===== src/rtl/dino_pkg.sv =====
// Shared definitions for the dinosaur game sequencer.
//  - State encodings driven on the 2-bit state output.
//  - Score saturation value (4-digit BCD).
//  - Spawn LFSR polynomial taps and single-step helper.
package dino_pkg;

  localparam logic [1:0] ST_IDLE      = 2'd0;
  localparam logic [1:0] ST_COUNTDOWN = 2'd1;
  localparam logic [1:0] ST_RUN       = 2'd2;
  localparam logic [1:0] ST_DEAD      = 2'd3;

  localparam logic [15:0] SCORE_MAX = 16'h9999;

  // x^16 + x^14 + x^13 + x^11 + 1 -> feedback from bits 15, 13, 12, 10.
  localparam logic [15:0] LFSR_TAPS = 16'hB400;

  function automatic logic [15:0] lfsr_next(input logic [15:0] v);
    return {v[14:0], ^(v & LFSR_TAPS)};
  endfunction

endpackage


===== src/rtl/bcd_counter4.sv =====
// 4-digit BCD score counter.
//  clk, rst        : clock, asynchronous active-low reset
//  i_clr           : synchronous clear to 0000 (wins over i_inc)
//  i_inc           : add one; holds at 9999
//  o_value         : current BCD value
//  o_hund_carry    : this increment changes the hundreds digit (low two digits are 99)
module bcd_counter4
  import dino_pkg::*;
(
  input  logic        clk,
  input  logic        rst,
  input  logic        i_clr,
  input  logic        i_inc,
  output logic [15:0] o_value,
  output logic        o_hund_carry
);

  logic [15:0] r_value;
  logic [15:0] w_next;
  logic        w_sat;

  assign w_sat        = (r_value == SCORE_MAX);
  assign o_value      = r_value;
  assign o_hund_carry = i_inc && !w_sat && (r_value[7:0] == 8'h99);

  // Ripple the +1 through the digits: a 9 rolls to 0 and passes the carry on.
  always_comb begin : inc_chain
    logic carry;
    // NOTE: every variable gets a default before any branch so no latch is inferred.
    w_next = r_value;
    carry  = 1'b1;
    for (int i = 0; i < 4; i++) begin
      if (carry) begin
        if (r_value[4*i +: 4] == 4'd9) begin
          w_next[4*i +: 4] = 4'd0;
        end else begin
          w_next[4*i +: 4] = r_value[4*i +: 4] + 4'd1;
          carry            = 1'b0;
        end
      end
    end
  end

  always_ff @(posedge clk or negedge rst) begin
    if (!rst) begin
      // NOTE: sequential state uses non-blocking assignments so all flops update together.
      r_value <= '0;
    end else if (i_clr) begin
      r_value <= '0;
    end else if (i_inc && !w_sat) begin
      r_value <= w_next;
    end
  end

endmodule


===== src/rtl/dino_game_sequencer.sv =====
// Game-flow controller for the dinosaur block_controller datapath.
// Runs IDLE/COUNTDOWN/RUN/DEAD, paces move steps from frame ticks, issues
// jump requests and obstacle spawns, and keeps the BCD score / high score.
//  clk, rst     : clock, asynchronous active-low reset
//  frame_tick   : one-cycle pulse per VGA frame
//  up           : debounced jump button (level)
//  collision    : dino overlaps an obstacle (level)
//  state        : 0=IDLE 1=COUNTDOWN 2=RUN 3=DEAD
//  game_clr     : pulse, datapath clears positions
//  move_en      : pulse, datapath advances one step
//  jump_req     : pulse, datapath starts a jump
//  spawn        : pulse, datapath spawns an obstacle of spawn_type
//  spawn_type   : obstacle type, valid with spawn
//  speed_lvl    : speed level 0..7
//  score        : 4-digit BCD score
//  hiscore      : 4-digit BCD high score
module dino_game_sequencer
  import dino_pkg::*;
#(
  parameter int          STEP_FRAMES_INIT = 4,
  parameter int          STEP_FRAMES_MIN  = 1,
  parameter int          COUNTDOWN_FRAMES = 180,
  parameter int          DEAD_HOLD_FRAMES = 60,
  parameter int          GAP_MIN          = 40,
  parameter logic [15:0] LFSR_SEED        = 16'hACE1
) (
  input  logic        clk,
  input  logic        rst,
  input  logic        frame_tick,
  input  logic        up,
  input  logic        collision,
  output logic [1:0]  state,
  output logic        game_clr,
  output logic        move_en,
  output logic        jump_req,
  output logic        spawn,
  output logic [1:0]  spawn_type,
  output logic [2:0]  speed_lvl,
  output logic [15:0] score,
  output logic [15:0] hiscore
);

  logic        r_up_q;
  logic [7:0]  r_frame_cnt;   // step pacing in RUN, tick count in COUNTDOWN/DEAD
  logic [6:0]  r_gap;         // move steps left until the next spawn
  logic [15:0] r_lfsr;
  logic        r_hold_done;

  logic        w_up_rise;
  logic [7:0]  w_step_period;
  logic        w_step_due;
  logic        w_move;
  logic        w_start;
  logic        w_hund_carry;

  function automatic logic [7:0] step_period(input logic [2:0] lvl);
    int p;
    p = STEP_FRAMES_INIT - int'(lvl);
    if (p < STEP_FRAMES_MIN) p = STEP_FRAMES_MIN;
    return 8'(p);
  endfunction

  assign w_up_rise     = up && !r_up_q;
  assign w_step_period = step_period(speed_lvl);
  assign w_step_due    = frame_tick && ((r_frame_cnt + 8'd1) >= w_step_period);
  // Collision has priority: no step is taken on the cycle the dino dies.
  assign w_move        = (state == ST_RUN) && !collision && w_step_due;
  assign w_start       = w_up_rise &&
                         ((state == ST_IDLE) || ((state == ST_DEAD) && r_hold_done));

  bcd_counter4 u_score (
    .clk          (clk),
    .rst          (rst),
    .i_clr        (w_start),
    .i_inc        (w_move),
    .o_value      (score),
    .o_hund_carry (w_hund_carry)
  );

  always_ff @(posedge clk or negedge rst) begin
    if (!rst) begin
      state       <= ST_IDLE;
      game_clr    <= 1'b0;
      move_en     <= 1'b0;
      jump_req    <= 1'b0;
      spawn       <= 1'b0;
      spawn_type  <= 2'd0;
      speed_lvl   <= 3'd0;
      hiscore     <= 16'h0000;
      r_up_q      <= 1'b0;
      r_frame_cnt <= 8'd0;
      r_gap       <= 7'd0;
      r_lfsr      <= LFSR_SEED;
      r_hold_done <= 1'b0;
    end else begin
      r_up_q   <= up;
      game_clr <= 1'b0;
      move_en  <= 1'b0;
      jump_req <= 1'b0;
      spawn    <= 1'b0;

      if (w_start) begin
        state       <= ST_COUNTDOWN;
        game_clr    <= 1'b1;
        speed_lvl   <= 3'd0;
        r_frame_cnt <= 8'd0;
        r_gap       <= 7'd0;   // zero gap makes the first step spawn
        r_hold_done <= 1'b0;
      end else begin
        case (state)
          ST_COUNTDOWN: begin
            if (frame_tick) begin
              if (r_frame_cnt == 8'(COUNTDOWN_FRAMES - 1)) begin
                state       <= ST_RUN;
                r_frame_cnt <= 8'd0;
              end else begin
                r_frame_cnt <= r_frame_cnt + 8'd1;
              end
            end
          end

          ST_RUN: begin
            if (collision) begin
              state       <= ST_DEAD;
              r_frame_cnt <= 8'd0;
              r_hold_done <= 1'b0;
              // BCD digits order the same way as the binary value.
              if (score > hiscore) hiscore <= score;
            end else begin
              if (w_up_rise) jump_req <= 1'b1;
              if (w_move) begin
                move_en     <= 1'b1;
                r_frame_cnt <= 8'd0;
                if (w_hund_carry && (speed_lvl != 3'd7)) speed_lvl <= speed_lvl + 3'd1;
                if (r_gap <= 7'd1) begin
                  spawn      <= 1'b1;
                  spawn_type <= r_lfsr[1:0];
                  r_gap      <= 7'(GAP_MIN) + 7'(r_lfsr[5:0]);
                  r_lfsr     <= lfsr_next(r_lfsr);
                end else begin
                  r_gap <= r_gap - 7'd1;
                end
              end else if (frame_tick) begin
                r_frame_cnt <= r_frame_cnt + 8'd1;
              end
            end
          end

          ST_DEAD: begin
            if (frame_tick && !r_hold_done) begin
              if (r_frame_cnt == 8'(DEAD_HOLD_FRAMES - 1)) r_hold_done <= 1'b1;
              else                                         r_frame_cnt <= r_frame_cnt + 8'd1;
            end
          end

          default: ;  // IDLE waits for up_rise, handled by w_start
        endcase
      end
    end
  end

endmodule


===== config.mk =====
export PLATFORM = sky130hd
export DESIGN_NAME = dino_game_sequencer
export DESIGN_NICKNAME = d
export VERILOG_FILES = /design/src/rtl/dino_pkg.sv /design/src/rtl/bcd_counter4.sv /design/src/rtl/dino_game_sequencer.sv
export SDC_FILE = /design/constraint.sdc
export NUM_CORES = 1
export LEC_CHECK = 0
export ABC_AREA = 1
export BUFFER_PORTS_ARGS = -buffer_cell sky130_fd_sc_hd__buf_2
export CAP_MARGIN = 25
export CORE_MARGIN = 2
export CORE_UTILIZATION = 51
export CTS_BUF_LIST = sky130_fd_sc_hd__clkbuf_2
export DETAILED_ROUTE_END_ITERATION = 10
export HOLD_SLACK_MARGIN = 0.03
export PLACE_DENSITY = 0.72
export RECOVER_POWER = 50
export SETUP_SLACK_MARGIN = 0.05
export SYNTH_ARGS = -nofsm -noshare
export SYNTH_HDL_FRONTEND = slang
export SYNTH_SLANG_ARGS = --single-unit

===== constraint.sdc =====
create_clock -name clk -period 7.6 [get_ports clk]
set_input_delay 1.9 -clock clk [delete_from_list [all_inputs] [get_ports clk]]
set_output_delay 1.9 -clock clk [all_outputs]
set_load 0.03 [all_outputs]

==> Implementation_results.wiki <==
{| class="wikitable"
! Metric !! Value
|-
| Outcome || finished, final reports clean
|-
| Most used flip-flop cell after synthesis || dfrtp_1
|-
| Overall overflow remaining after global route || 0
|-
| Arrival @ worst endpoint || 4560 ps
|-
| Post-synth EDFFs || 0
|-
| Non-filler cells, final || 694
|-
| Layer with the highest usage || met2
|-
| Buffer levels on the longest clock path || 2
|-
| Total global-route track usage || 20.0%
|-
| # H-tree levels || 3
|-
| Hold_buf cts || 0
|-
| Number of antenna violations at the first check in global routing || 0
|-
| CP peak stage delay || around 750 ps
|-
| Latest clock arrival within the worst-skew pair || between 500 and 600 ps
|-
| Maximum number of pins on one net before global-route repair || 75
|-
| Largest delay share family, worst path || simple AND/OR/NAND/NOR gates
|-
| Buffering stage count on the worst path with inverters included || 3
|-
| Class of the tightest hold or removal check || register to register
|-
| Place WS || around 3600 ps
|-
| Count of yosys warnings during synthesis || 0
|-
| Shortest period the worst path allows || 4090 ps
|-
| Gate Count Post-Synth || approximately 530
|-
| DP Wirelength || between 6 and 7 mm
|-
| Number of placement rows || 33
|-
| Chip height || 96.7 um
|-
| Peak supply drop || ~0.00013 V
|-
| Net total in the final layout || ~620
|-
| Met2 Usage GRT || between 30% and 40%
|-
| Type of the setup path with the least slack || primary input to register
|-
| Sequential area share after synthesis || 42.5%
|-
| MaxCap Viol Count || 0
|-
| Transition time at the pin with the least slew margin || 1040 ps
|-
| Number of post-CTS setup repair buffers || 0
|-
| Horizontal extent of the die || approximately 97 um
|-
| IO Port Bufs || 47
|-
| Final number of hold-violating endpoints || 0
|-
| Share of flip-flops with an asynchronous set or reset after synthesis || 100%
|-
| Setup slack after layout || roughly 3500 ps
|-
| DP Area || between 4000 and 5000 sq um
|-
| Number of synthesized register bits || 74
|-
| Met1 Track Usage GR || ~28%
|-
| Slew HR || a little under a third
|-
| Leakage power of the design || 2.57 nW
|-
| Clock Sinks || 74
|-
| Global routing usage on met3 || between 3 and 4%
|-
| Total negative setup slack || 0 ps
|-
| Antenna Violating Nets Remaining || 0
|-
| I/O pin total || 48
|-
| Cts repair resizes || 0
|-
| Per-cell via count in the routed design || approximately 5.2
|-
| Biggest fanout along the worst timing path || 34
|-
| Final routed wirelength across all metal layers || roughly 9 mm
|-
| Crit path cell chain || clkbuf_1, inv_1, nor2_1, nand2_1, nand2_1, nor2_1, nand2_2, inv_2, nand2_1, o21ai_0
|-
| Clk slew on worst S/H paths || roughly 250 ps
|-
| Portion of the clock cycle consumed by the worst path in the final layout || around 54%
|-
| TritonCTS clock tree || done
|-
| Post-synthesis instance area || 4380 sq um
|-
| Ratio of total power to cell area || 256 nW/um^2
|-
| Number of distinct library cells after synthesis || 40
|-
| Average instance area after synthesis || 8.25 sq um
|-
| Signed area change from the synthesized netlist to the final layout || 10.1%
|-
| Category of the worst setup path launch point || primary input
|-
| Remaining DRCs || 0
|-
| Wire length per cell after detailed routing || approximately 13 um
|-
| Data required time at the worst endpoint || 8080 ps
|-
| Top cell by count, worst path || nand2_1
|-
| Length of the first detailed-routing pass in iterations || 4
|-
| Critical Path Sink Type || register
|-
| Cells after DPL || 677
|-
| Area enclosed by the die boundary || 9350 sq um
|-
| Standard cell core area || 8260 sq um
|-
| Via count of the first global-routing pass || 3318
|-
| Global-route wire length before repair || about 16 mm
|-
| CTS Root Cell || clkbuf_2
|-
| Total power of the final layout || approximately 0.0012 W
|-
| Drt first-iter violations || about 140
|-
| Fraction of final layout cells with drive strength greater than 1 || between 15 and 20%
|-
| Number of buffers added by the clock tree synthesis step || 9
|-
| Initial cell density of the core || around 53%
|-
| Finished Cell Area || slightly below 5000 sq um
|-
| Number of diodes added for antenna fixing || 0
|-
| Library cell contributing the largest single delay on the critical path || nand2_1
|-
| Number of endpoints failing setup at the final stage || 0
|-
| Maximum operating frequency || 0.245 GHz
|-
| Final weighted congestion in routability-driven placement || 0.866
|-
| Setup repair after global routing missed its margin || no
|-
| Total via count in the routed design || ~3600
|-
| Count of pins over their slew limit || 0
|-
| Setup clock skew after layout || 29.7 ps
|}
cell families after synthesis:
| family | after synthesis | synth area share, % |
|---|---|---|
| fa+ha+maj | 35 | 9.99 |
| buf+inv | 72 | 6.88 |
| compound gates | 85 | 11.8 |
| other cells | 1 | 0.0856 |
| flops | 74 | 42.5 |
| xor+xnor | 17 | 3.40 |
| simple gates | 247 | 25.3 |
placed cells by master (no fill, tap or decap), types with 4 or more instances in the layout:
cell type  netlist  final
buf_2            4     44
conb_1           1      5
nand3_1         45     45
xor2_1          11     11
a21oi_1         22     22
nand2_1        139    145
nor3_1           5      5
dfrtp_1         66     66
inv_6            0      4
ha_1            35     35
o21ai_0         36     36
nand3b_1         4      4
o21ai_2         12     12
dfstp_2          8      8
nand2_2         10      4
nor2_2           4      4
inv_1           58     58
clkbuf_2         0      9
xnor2_1          6      6
nand4_1          6      6
nor2_1          27     28
worst paths after layout:
| path | end | depth (start not counted) | startpoint | slack, ps |
|---|---|---|---|---|
| hold / removal | jump_req | 1 | r_up_q | 450 |
| max in group asynchronous | u_score.o_value[14] | 2 | rst | 5830 |
| hold reg to reg | jump_req | 1 | r_up_q | 450 |
| setup / recovery | r_lfsr[2] | 10 | up | 3510 |
| min in group asynchronous | r_frame_cnt[5] | 2 | rst | 1410 |
| setup reg to reg | r_lfsr[2] | 17 | speed_lvl[0] | 4140 |
Yosys cell counts (all sizes together), types with 2 or more instances:
library cell	count	area [sq um]
a21oi	23	119
buf	10	68.8
dfrtp	66	1650
dfstp	8	210
ha	35	438
inv	61	229
nand2	150	596
nand3	45	225
nand3b	4	30.0
nand4	7	50.1
nor2	33	149
nor3	5	25.0
o211ai	2	15.0
o21a	2	15.0
o21ai	52	317
o31ai	2	15.0
xnor2	6	52.6
xor2	11	96.3
flip-flops by register name (all words and copies together), names as in the netlist, 2 cells and up:
register,cells
r_gap,7
state,2
r_frame_cnt,8
u_score.o_value,16
r_lfsr,15
hiscore,16
speed_lvl,3
worst reg2reg max path, cell delays in order (launching register included):
cell,delay (ps)
dfrtp_1,470
inv_1,100
ha_1,210
o31ai_1,300
o21ai_0,170
ha_1,300
nand2_1,60
nor2_1,100
nor2_1,40
nand2_1,50
nand2_1,40
nand2_1,130
nand2_2,70
nor2_1,450
nand2_2,380
inv_2,330
nand2_1,100
o21ai_0,100
per-stage QoR:
stage	utilization (%)	hold WS, ps
finish	58.4	449
global route	58.4	458
CTS	58.4	452
detailed placement	56.9	433
global placement	56.9	441
floorplan	-	410
layer usage:
| metal | vias to the layer above | part of all wire [%] |
|---|---|---|
| li1 | 1832 | - |
| met1 | 1700 | 49 |
| met2 | 64 | 46 |
| met3 | 12 | 3.4 |
| met4 | 0 | 1.5 |
| met5 | - | 0 |
cell type report:
class,instances,area [sq um]
timing repair buffer,48,259
tap,105,131
inverter,62,233
sequential,74,1860
clock buffer,9,45.0
multi-input combinational,389,2210
clock inverter,7,82.6
fill,790,3430
report_power, final:
group	total [W]	internal [W]	leakage, nW	switching, W
clock	0.000241	0.0000823	0.0779	0.000158
sequential	0.000503	0.000446	0.922	0.0000574
combinational	0.000491	0.000162	1.57	0.000329
total	0.00123	0.000690	2.57	0.000545
Note: power is estimated with default switching activity, not from simulation.
